[src/rtl/instr_seq_pkg.sv]
// Shared types and constants for the instruction sequencer feeding the ALU.
package instr_seq_pkg;

    localparam int unsigned IW = 16;
    localparam int unsigned DW = 8;

    typedef enum logic [1:0] {
        StIdle = 2'd0,
        StRun  = 2'd1,
        StDone = 2'd2
    } seq_state_e;

    typedef struct packed {
        logic [IW-1:0] instr;
        logic [DW-1:0] d0;
        logic [DW-1:0] d1;
    } prog_word_t;

endpackage

[src/rtl/instr_sequencer_prog_mem.sv]
// Program store: one synchronous write port, one asynchronous read port.
module instr_sequencer_prog_mem
    import instr_seq_pkg::*;
#(
    parameter int unsigned DEPTH = 16,
    parameter int unsigned AW    = 4
) (
    input  logic             clk,
    input  logic             we_i,
    input  logic [AW-1:0]    waddr_i,
    input  prog_word_t       wdata_i,
    input  logic [AW-1:0]    raddr_i,
    output prog_word_t       rdata_o
);

    prog_word_t mem_q [DEPTH];

    // Contents are only meaningful once loaded, so no reset.
    always_ff @(posedge clk) begin
        if (we_i) begin
            mem_q[waddr_i] <= wdata_i;
        end
    end

    assign rdata_o = mem_q[raddr_i];

endmodule

[src/rtl/instr_sequencer.sv]
// Issues a host-loaded program of {instr, d0, d1} words to the ALU under valid/ready.
module instr_sequencer
    import instr_seq_pkg::*;
#(
    parameter int unsigned DEPTH = 16,
    parameter int unsigned AW    = 4
) (
    input  logic          clk,
    input  logic          rst_n,
    input  logic          load_en_i,
    input  logic [AW-1:0] load_addr_i,
    input  logic [IW-1:0] load_instr_i,
    input  logic [DW-1:0] load_d0_i,
    input  logic [DW-1:0] load_d1_i,
    input  logic          start_i,
    input  logic [AW:0]   prog_len_i,
    input  logic          abort_i,
    input  logic          exec_ready_i,
    output logic [IW-1:0] instruction_o,
    output logic [DW-1:0] data0_o,
    output logic [DW-1:0] data1_o,
    output logic          issue_valid_o,
    output logic [AW-1:0] pc_o,
    output logic          busy_o,
    output logic          done_o
);

    localparam logic [AW:0] DepthLen = (AW+1)'(DEPTH);

    seq_state_e state_q, state_d;
    logic [AW-1:0] pc_q, pc_d;
    logic [AW:0]   len_q, len_d;
    prog_word_t    word_q, word_d;
    logic          valid_q, valid_d;
    logic          busy_q, busy_d;
    logic          done_q, done_d;

    logic          start_ok;
    logic          xfer;
    logic          last;
    logic          mem_we;
    logic [AW:0]   len_clamped;
    logic [AW-1:0] rd_addr;
    prog_word_t    rd_word;
    prog_word_t    wr_word;

    assign start_ok    = start_i && !abort_i && (state_q != StRun);
    assign xfer        = (state_q == StRun) && valid_q && exec_ready_i && !abort_i;
    assign last        = ({1'b0, pc_q} == (len_q - 1'b1));
    assign len_clamped = (prog_len_i > DepthLen) ? DepthLen : prog_len_i;
    // Loads are locked out while running and on the cycle a start is taken.
    assign mem_we      = load_en_i && !abort_i && (state_q != StRun) && !start_ok;
    assign rd_addr     = start_ok ? '0 : (pc_q + 1'b1);
    assign wr_word     = '{instr: load_instr_i, d0: load_d0_i, d1: load_d1_i};

    instr_sequencer_prog_mem #(
        .DEPTH (DEPTH),
        .AW    (AW)
    ) u_prog_mem (
        .clk     (clk),
        .we_i    (mem_we),
        .waddr_i (load_addr_i),
        .wdata_i (wr_word),
        .raddr_i (rd_addr),
        .rdata_o (rd_word)
    );

    always_ff @(posedge clk or negedge rst_n) begin
        if (!rst_n) begin
            state_q <= StIdle;
            pc_q    <= '0;
            len_q   <= '0;
            word_q  <= '0;
            valid_q <= 1'b0;
            busy_q  <= 1'b0;
            done_q  <= 1'b0;
        end else begin
            state_q <= state_d;
            pc_q    <= pc_d;
            len_q   <= len_d;
            word_q  <= word_d;
            valid_q <= valid_d;
            busy_q  <= busy_d;
            done_q  <= done_d;
        end
    end

    always_comb begin
        state_d = state_q;
        if (abort_i) begin
            state_d = StIdle;
        end else begin
            unique case (state_q)
                StIdle, StDone: begin
                    if (start_ok) begin
                        state_d = (len_clamped == '0) ? StDone : StRun;
                    end
                end
                StRun: begin
                    if (xfer && last) begin
                        state_d = StDone;
                    end
                end
                default: state_d = StIdle;
            endcase
        end
    end

    always_comb begin
        pc_d    = pc_q;
        len_d   = len_q;
        word_d  = word_q;
        valid_d = valid_q;
        busy_d  = busy_q;
        done_d  = done_q;
        if (abort_i) begin
            pc_d    = '0;
            len_d   = '0;
            word_d  = '0;
            valid_d = 1'b0;
            busy_d  = 1'b0;
            done_d  = 1'b0;
        end else begin
            unique case (state_q)
                StIdle, StDone: begin
                    if (start_ok) begin
                        len_d = len_clamped;
                        pc_d  = '0;
                        if (len_clamped == '0) begin
                            word_d  = '0;
                            valid_d = 1'b0;
                            busy_d  = 1'b0;
                            done_d  = 1'b1;
                        end else begin
                            word_d  = rd_word;
                            valid_d = 1'b1;
                            busy_d  = 1'b1;
                            done_d  = 1'b0;
                        end
                    end
                end
                StRun: begin
                    if (xfer) begin
                        if (last) begin
                            word_d  = '0;
                            valid_d = 1'b0;
                            busy_d  = 1'b0;
                            done_d  = 1'b1;
                        end else begin
                            pc_d   = pc_q + 1'b1;
                            word_d = rd_word;
                        end
                    end
                end
                default: begin
                    pc_d    = '0;
                    word_d  = '0;
                    valid_d = 1'b0;
                    busy_d  = 1'b0;
                    done_d  = 1'b0;
                end
            endcase
        end
    end

    assign instruction_o = word_q.instr;
    assign data0_o       = word_q.d0;
    assign data1_o       = word_q.d1;
    assign issue_valid_o = valid_q;
    assign pc_o          = pc_q;
    assign busy_o        = busy_q;
    assign done_o        = done_q;

endmodule

[config.mk]
export PLATFORM = sky130hd
export DESIGN_NAME = instr_sequencer
export DESIGN_NICKNAME = d
export VERILOG_FILES = /design/src/rtl/instr_seq_pkg.sv /design/src/rtl/instr_sequencer_prog_mem.sv /design/src/rtl/instr_sequencer.sv
export SDC_FILE = /design/constraint.sdc
export NUM_CORES = 1
export LEC_CHECK = 0
export CAP_MARGIN = 15
export CORE_MARGIN = 3
export CORE_UTILIZATION = 55
export DETAILED_ROUTE_END_ITERATION = 6
export DONT_BUFFER_PORTS = 1
export PLACE_DENSITY = 0.73
export SYNTH_ARGS = -nofsm -noshare
export SYNTH_HDL_FRONTEND = slang
export SYNTH_SLANG_ARGS = --single-unit
[constraint.sdc]
create_clock -name clk -period 4.2 [get_ports clk]
set_clock_uncertainty 0.15 [all_clocks]
set_input_delay 0.42 -clock clk [delete_from_list [all_inputs] [get_ports clk]]
set_output_delay 0.42 -clock clk [all_outputs]
set_load 0.02 [all_outputs]
==> Word-level counts from Yosys, hierarchy flattened <==
Memories as Yosys holds them, arrays and structs flattened.
Index checks and enable logic that the tools add are counted.
{ "totals": {"mem_bits_rw": 512, "memories": 1, "in_bits": 47, "out_inout_bits": 39, "word_cells": 77, "regBits": 45} }
{ "mem_list": {"columns": ["name", "words", "word_bits", "rd", "rd_clocked_by_memory_dff", "write_ports", "line_no", "text"], "rows": [
  ["u_prog_mem.mem_q", 16, 32, 1, 0, 1, "instr_sequencer_prog_mem.sv:16", "prog_word_t mem_q [DEPTH];"]
]} }
{ "op_classes": {"order_cmp": 1, "mux": 35, "eq_ne": 9, "n_reduce_logical": 21, "add_sub_neg": 2} }
{ "ops": {"columns": ["op", "n"], "rows": [
  ["2-to-1 mux 32 bit", 5],
  ["one-hot mux 32 bit (2 select lines)", 1],
  ["2-to-1 mux 4 bit", 5],
  ["2-to-1 mux 5 bit", 4],
  ["2-to-1 mux 1 bit", 12],
  ["inequality test 3 bit (second input constant)", 4],
  ["logical AND 1 bit", 9],
  ["2-to-1 mux 2 bit", 4],
  ["one-hot mux 4 bit (2 select lines)", 1],
  ["AND reduction 2 bit", 3],
  ["AND reduction 3 bit", 2],
  ["equality test 4 x 5 -> 1 bit", 1],
  ["> comparator 5 bit (second input constant)", 1],
  ["zero test 5 bit", 1],
  ["subtractor 5 x 1 -> 5 bit (second input constant)", 1],
  ["adder 4 x 1 -> 4 bit (second input constant)", 1],
  ["one-hot mux 1 bit (2 select lines)", 2],
  ["one-hot mux 2 bit (2 select lines)", 1],
  ["nonzero test 2 bit", 2],
  ["inequality test 3 x 2 -> 1 bit (second input constant)", 1],
  ["equality test 2 x 1 -> 1 bit (second input constant)", 1],
  ["equality test 2 bit (second input constant)", 1],
  ["zero test 1 bit", 2],
  ["zero test 2 bit", 1],
  ["other kinds (2)", 2]
]} }

==> Logic depth before layout (Yosys ltp) <==
An unclocked memory read counts as a cell.
{ "logic_depth": {"word_depth": 9, "ltp_mapped": 9, "mapped_depth_nobuf": 8} }

==> By module <==
A second synthesis with hierarchy kept.
{ "hier_totals": {"hier_cells": 983, "hier_area_um2": 21232.9} }
{ "by_module_without_submodules": {"columns": ["module", "area_each_um2", "cells_per_inst", "seq_area_each_um2", "instances"], "rows": [
  ["instr_sequencer_prog_mem", 19194.7, 806, 15374.7, 1],
  ["instr_sequencer", 2038.2, 177, 1126.1, 1]
]} }

==> Worst setup path before layout <==
Ideal clock, no wire load.
{ "synth_path": {"path_kind": "reg-to-reg", "from": "register state_q[0]", "to": "memory u_prog_mem.mem_q[0][0] (netlist name) (enable)", "path_stages_with_launch": 8, "path_buffers": 2, "required_ns": 3.589, "path_slack_ns": -0.151, "t_arrival_ns": 3.740, "period_less_slack_ns": 4.351, "setup_ns": 0.461, "path_cell_list": "dfrtp_1 nor2b_1 buf_4 clkbuf_1 nor3_1 nand2_1 or3_1 nor3_1"} }
{ "synth_via": {"elab_chain_cells": 6, "word_cells_on_any_way": 7, "cone_classes": "eq/ne: 1; mux: 2; reduce/logical: 4"} }
{ "synth_lines": {"columns": ["item", "line_no", "text"], "rows": [
  ["start, declared", "instr_sequencer.sv:30", "seq_state_e state_q, state_d;"],
  ["start signal, assigned", "instr_sequencer.sv:70", "state_q <= StIdle;"],
  ["start signal, assigned", "instr_sequencer.sv:78", "state_q <= state_d;"],
  ["inequality test 2 x 1 -> 1 bit (*)", "instr_sequencer.sv:47, instr_sequencer.sv:52", null],
  ["logical AND 1 bit", "instr_sequencer.sv:47", "assign start_ok = start_i && !abort_i && (state_q != StRun);"],
  ["zero test 1 bit", "instr_sequencer.sv:52", "assign mem_we = load_en_i && !abort_i && (state_q != StRun) && !start_ok;"],
  ["logical AND 1 bit (*)", "instr_sequencer.sv:52", null],
  ["2-to-1 mux 1 bit (*)", "instr_sequencer_prog_mem.sv:20", "if (we_i) begin"],
  ["2-to-1 mux 1 bit (not written as such) (*)", "instr_sequencer_prog_mem.sv:21", "mem_q[waddr_i] <= wdata_i;"],
  ["end, declared", "instr_sequencer_prog_mem.sv:16", null]
]} }
Mark *: on every way between the ends. The rest lies on a longest branch, timed or not.

==> Final worst setup path <==
{ "layout_path": {"from": "register state_q[0]", "to": "memory u_prog_mem.mem_q[3][27] (netlist name) (enable)"} }
Same word-level chain as after synthesis.

==> metrics.log <==
INFO  metric period_needed = 3.55 ns
INFO  metric timing.rr.start = state_q[0]$_DFFE_PN0P_
INFO  metric drc = 0
INFO  metric layout.cells.most_common_list = sky130_fd_sc_hd__edfxtp_1, sky130_fd_sc_hd__nand2_1, sky130_fd_sc_hd__a21oi_1
INFO  metric use_met3 = 5.72%
INFO  metric dpl.hpwl = 27400 um
INFO  metric avgViaCountPerCell = about 6.4
INFO  metric placeableCoreArea = ~40000 sq um
INFO  metric first_pass_iters = 5
INFO  metric holdCritStartpoint = abort_i
INFO  metric mappedNetlistNets = roughly 1600
INFO  metric die_area = between 40000 and 50000 sq um
INFO  metric critical_path.max_stage_delay = 0.96 ns
INFO  metric grt_max_degree = 115
INFO  metric drive_above_1_share = a little over a tenth
INFO  metric fillCellCount = roughly 2800
INFO  metric cts_tree = yes
INFO  metric first_pass_grt_wire_length = roughly 80000 um
INFO  metric drtIter0Drc = 1301
INFO  metric fin_worst_hold_slack = 0.0959 ns
INFO  metric grt_util_all_layers = about 24%
INFO  metric synth_top_area_share = around two thirds
INFO  metric post_cts_setup_buffer_count = 0
INFO  metric die_w = approximately 210 um
INFO  metric hold_path.class = primary input to flop
INFO  metric post-route-period-util = a little over four fifths
INFO  metric crit_path_max_fanout = 40
INFO  metric asyncSetResetFlopFracSynth = under 10%
INFO  metric slew-limit-headroom = approximately a quarter
INFO  metric dominant_cells_by_area_after_synthesis = sky130_fd_sc_hd__edfxtp_1, sky130_fd_sc_hd__dfrtp_1, sky130_fd_sc_hd__mux2i_1
INFO  metric worst_setup_path_end_kind = flop
INFO  metric detailedPlace.worstSlack = around 0.66 ns
INFO  metric gpl.final_weighted_congestion = 0.802
INFO  metric maximum_level_of_the_cts_h_tree = 2
INFO  metric reg2regPathDepth = 6
INFO  metric grt_pass1_vias = 13648
INFO  metric met2_usage = a little under two fifths
INFO  metric cp_cell_sequence = nor2b_4 > nor3_1 > and2_1 > nand3_1 > nor3_4 > dlygate4sd3_1
INFO  metric worst_path_required_time = between 4 and 5 ns
INFO  metric buffer_ports.inserted = 0
INFO  metric hold_end = data0_o[2]$_DFFE_PN0P_
INFO  metric grt.busiest_layer = met2
INFO  metric synth-warning-count = 0
INFO  metric final.setup.tns = 0 ns
INFO  metric design.final.nets = 1602
INFO  metric worst_margin_slew = about 1.1 ns
INFO  metric worstSkewPairLatency = ~0.61 ns
INFO  metric global_route.usage.met1 = 34.2%
INFO  metric worst_setup_hold_path_clk_slew = around 0.060 ns
INFO  metric postSynthCellCount = about 1500
INFO  metric setup_ws = between 0.6 and 0.7 ns
INFO  metric boundaryPins = 86
INFO  metric ir_worst_vdd = ~0.00027 V
INFO  metric numClockSinks = ~560
INFO  metric number_of_enable_flip_flop_cells_after_synthesis = a little over 500
INFO  metric timing.critical_path.buf_inv = 1
INFO  metric antenna_left = 0
INFO  metric wl_per_cell = 25.3 um
INFO  metric initial_core_util = 56.4%
INFO  metric report.final.setup_viol = 0
INFO  metric worst_ep_arrival_time = around 3.6 ns
INFO  metric timing_worst_setup_path_type = flop to flop
INFO  metric cts_buffers = 56
INFO  metric power_leakage = about 8.2 nW
INFO  metric route.final.wire_length = around 54000 um
INFO  metric achievable_clock_frequency = between 200 and 300 MHz
INFO  metric layout-area-overhead-vs-synth = 12.7%
INFO  metric mappedNetlistArea = between 20000 and 25000 sq um
INFO  metric grt_setup_unrepaired = false
INFO  metric number_of_synthesized_register_bits = about 560
INFO  metric drv.max_cap_violation_count = 0
INFO  metric cpMaxStageDelayCell = sky130_fd_sc_hd__nor2b_4
INFO  metric r2r_setup_slack = between 0.6 and 0.7 ns
INFO  metric row_count = 73
INFO  metric power_density = 462 nW/um^2
INFO  metric cell_family_with_most_cp_delay = simple AND/OR/NAND/NOR gates
INFO  metric clock_path_buffers = 3
INFO  metric yosys.cell_types.count = 52
INFO  metric die_height = 209 um
INFO  metric grt.overflow.total = 0
INFO  metric r2r_end = u_prog_mem.mem_q[3][27]$_DFFE_PP_
INFO  metric slew_viol_final = 0
INFO  metric ys.flop_type = sky130_fd_sc_hd__edfxtp_1
INFO  metric synthDominantAreaCellType = sky130_fd_sc_hd__edfxtp_1
INFO  metric status = complete, no violations
INFO  metric antenna_found_initial = 1
INFO  metric clock-root-buffer = sky130_fd_sc_hd__clkbuf_16
INFO  metric synth-seq-area-share = 72.7%
INFO  metric postSynthAreaPerCell = ~15 sq um
INFO  metric layout.cells.most_common = sky130_fd_sc_hd__edfxtp_1
INFO  metric vias = roughly 14000
INFO  metric worstSetupStartpointType = flop
INFO  metric worstHoldPathCells = 2
INFO  metric finalHoldViolCount = 0
[registers in the layout (all words and copies together), names as in the netlist]
| name | count |
|---|---|
| done_o | 1 |
| pc_o | 4 |
| busy_o | 1 |
| state_q | 2 |
| u_prog_mem.mem_q | 512 |
| data0_o | 8 |
| instruction_o | 16 |
| data1_o | 8 |
| len_q | 5 |
[area by class of cell]
type	instances	area, sq um	area share [%]
sequential	557	16500	64.5
multi-input combinational	850	5810	22.7
clock buffer	75	1530	5.99
timing repair buffer	86	903	3.53
tap	525	657	2.57
clock inverter	30	186	0.728
inverter	2	7.51	0.0293
antenna	1	2.50	0.00977
[power breakdown]
| group | leakage (nW) | switching, W | internal (W) |
|---|---|---|---|
| registers | 5.21 | 0.000119 | 0.00612 |
| clock network | 0.841 | 0.00204 | 0.00262 |
| logic | 2.12 | 0.000623 | 0.000314 |
| total | 8.17 | 0.00278 | 0.00906 |
[worst max path at each step]
stage	cells after the start	end	from
2_1_floorplan	7	u_prog_mem.mem_q[2][0]$_DFFE_PP_	state_q[0]$_DFFE_PN0P_
3_3_place_gp	6	u_prog_mem.mem_q[0][17]$_DFFE_PP_	state_q[0]$_DFFE_PN0P_
3_5_place_dp	6	u_prog_mem.mem_q[0][14]$_DFFE_PP_	state_q[0]$_DFFE_PN0P_
4_1_cts	6	u_prog_mem.mem_q[3][30]$_DFFE_PP_	state_q[0]$_DFFE_PN0P_
5_1_grt	6	u_prog_mem.mem_q[3][29]$_DFFE_PP_	state_q[0]$_DFFE_PN0P_
6_report	6	u_prog_mem.mem_q[3][27]$_DFFE_PP_	state_q[0]$_DFFE_PN0P_
[metal layers]
layer | part of all wire (%) | up-vias
met3 | 9.3 | 122
met5 | 0 | -
met2 | 47 | 602
li1 | - | 5988
met1 | 41 | 6838
met4 | 2.9 | 0
[Yosys cell counts, types with 3 or more instances]
cell	n
sky130_fd_sc_hd__dfrtp_1	45
sky130_fd_sc_hd__o311ai_0	31
sky130_fd_sc_hd__nand3b_1	7
sky130_fd_sc_hd__a221o_1	31
sky130_fd_sc_hd__buf_1	6
sky130_fd_sc_hd__nor2b_1	64
sky130_fd_sc_hd__a21oi_1	139
sky130_fd_sc_hd__a211oi_2	8
sky130_fd_sc_hd__edfxtp_1	512
sky130_fd_sc_hd__nor3_1	10
sky130_fd_sc_hd__buf_4	16
sky130_fd_sc_hd__a311oi_1	30
sky130_fd_sc_hd__o21ai_0	41
sky130_fd_sc_hd__buf_6	7
sky130_fd_sc_hd__nand2b_1	38
sky130_fd_sc_hd__xnor2_1	3
sky130_fd_sc_hd__o31ai_1	22
sky130_fd_sc_hd__buf_2	31
sky130_fd_sc_hd__o31ai_2	10
sky130_fd_sc_hd__clkbuf_2	3
sky130_fd_sc_hd__nand2_1	142
sky130_fd_sc_hd__clkbuf_1	50
sky130_fd_sc_hd__a211oi_1	86
sky130_fd_sc_hd__nor2_1	55
sky130_fd_sc_hd__mux2i_1	99
sky130_fd_sc_hd__xor2_1	3
[stage by stage]
stage | power [W] | area [sq um] | std cells | util, %
2_1_floorplan | 0.00695 | 22700 | 1522 | -
3_3_place_gp | 0.00715 | 23300 | 1970 | 58.0
3_5_place_dp | 0.00717 | 23300 | 1970 | 58.0
4_1_cts | 0.0119 | 25600 | 2123 | 63.5
5_1_grt | 0.0122 | 25600 | 2126 | 63.6
6_report | 0.0118 | 25600 | 2126 | 63.6
[kinds of logic after synthesis]
group | Yosys count | share of synthesized area [%]
compound gates | 411 | 13.0
xor+xnor | 7 | 0.303
fa+ha+maj | 2 | 0.110
buf+inv | 115 | 2.58
flops | 557 | 72.7
mux | 101 | 4.46
simple gates | 329 | 6.93
[what timing repair did]
| item | CTS | global route |
|---|---|---|
| resized for setup | 0 | 0 |
| hold buffers | 48 | 0 |
| setup endpoints to repair | 0 | 0 |
| endpoints found under the hold margin | 597 | 0 |
Note: power is estimated with default switching activity, not from simulation.
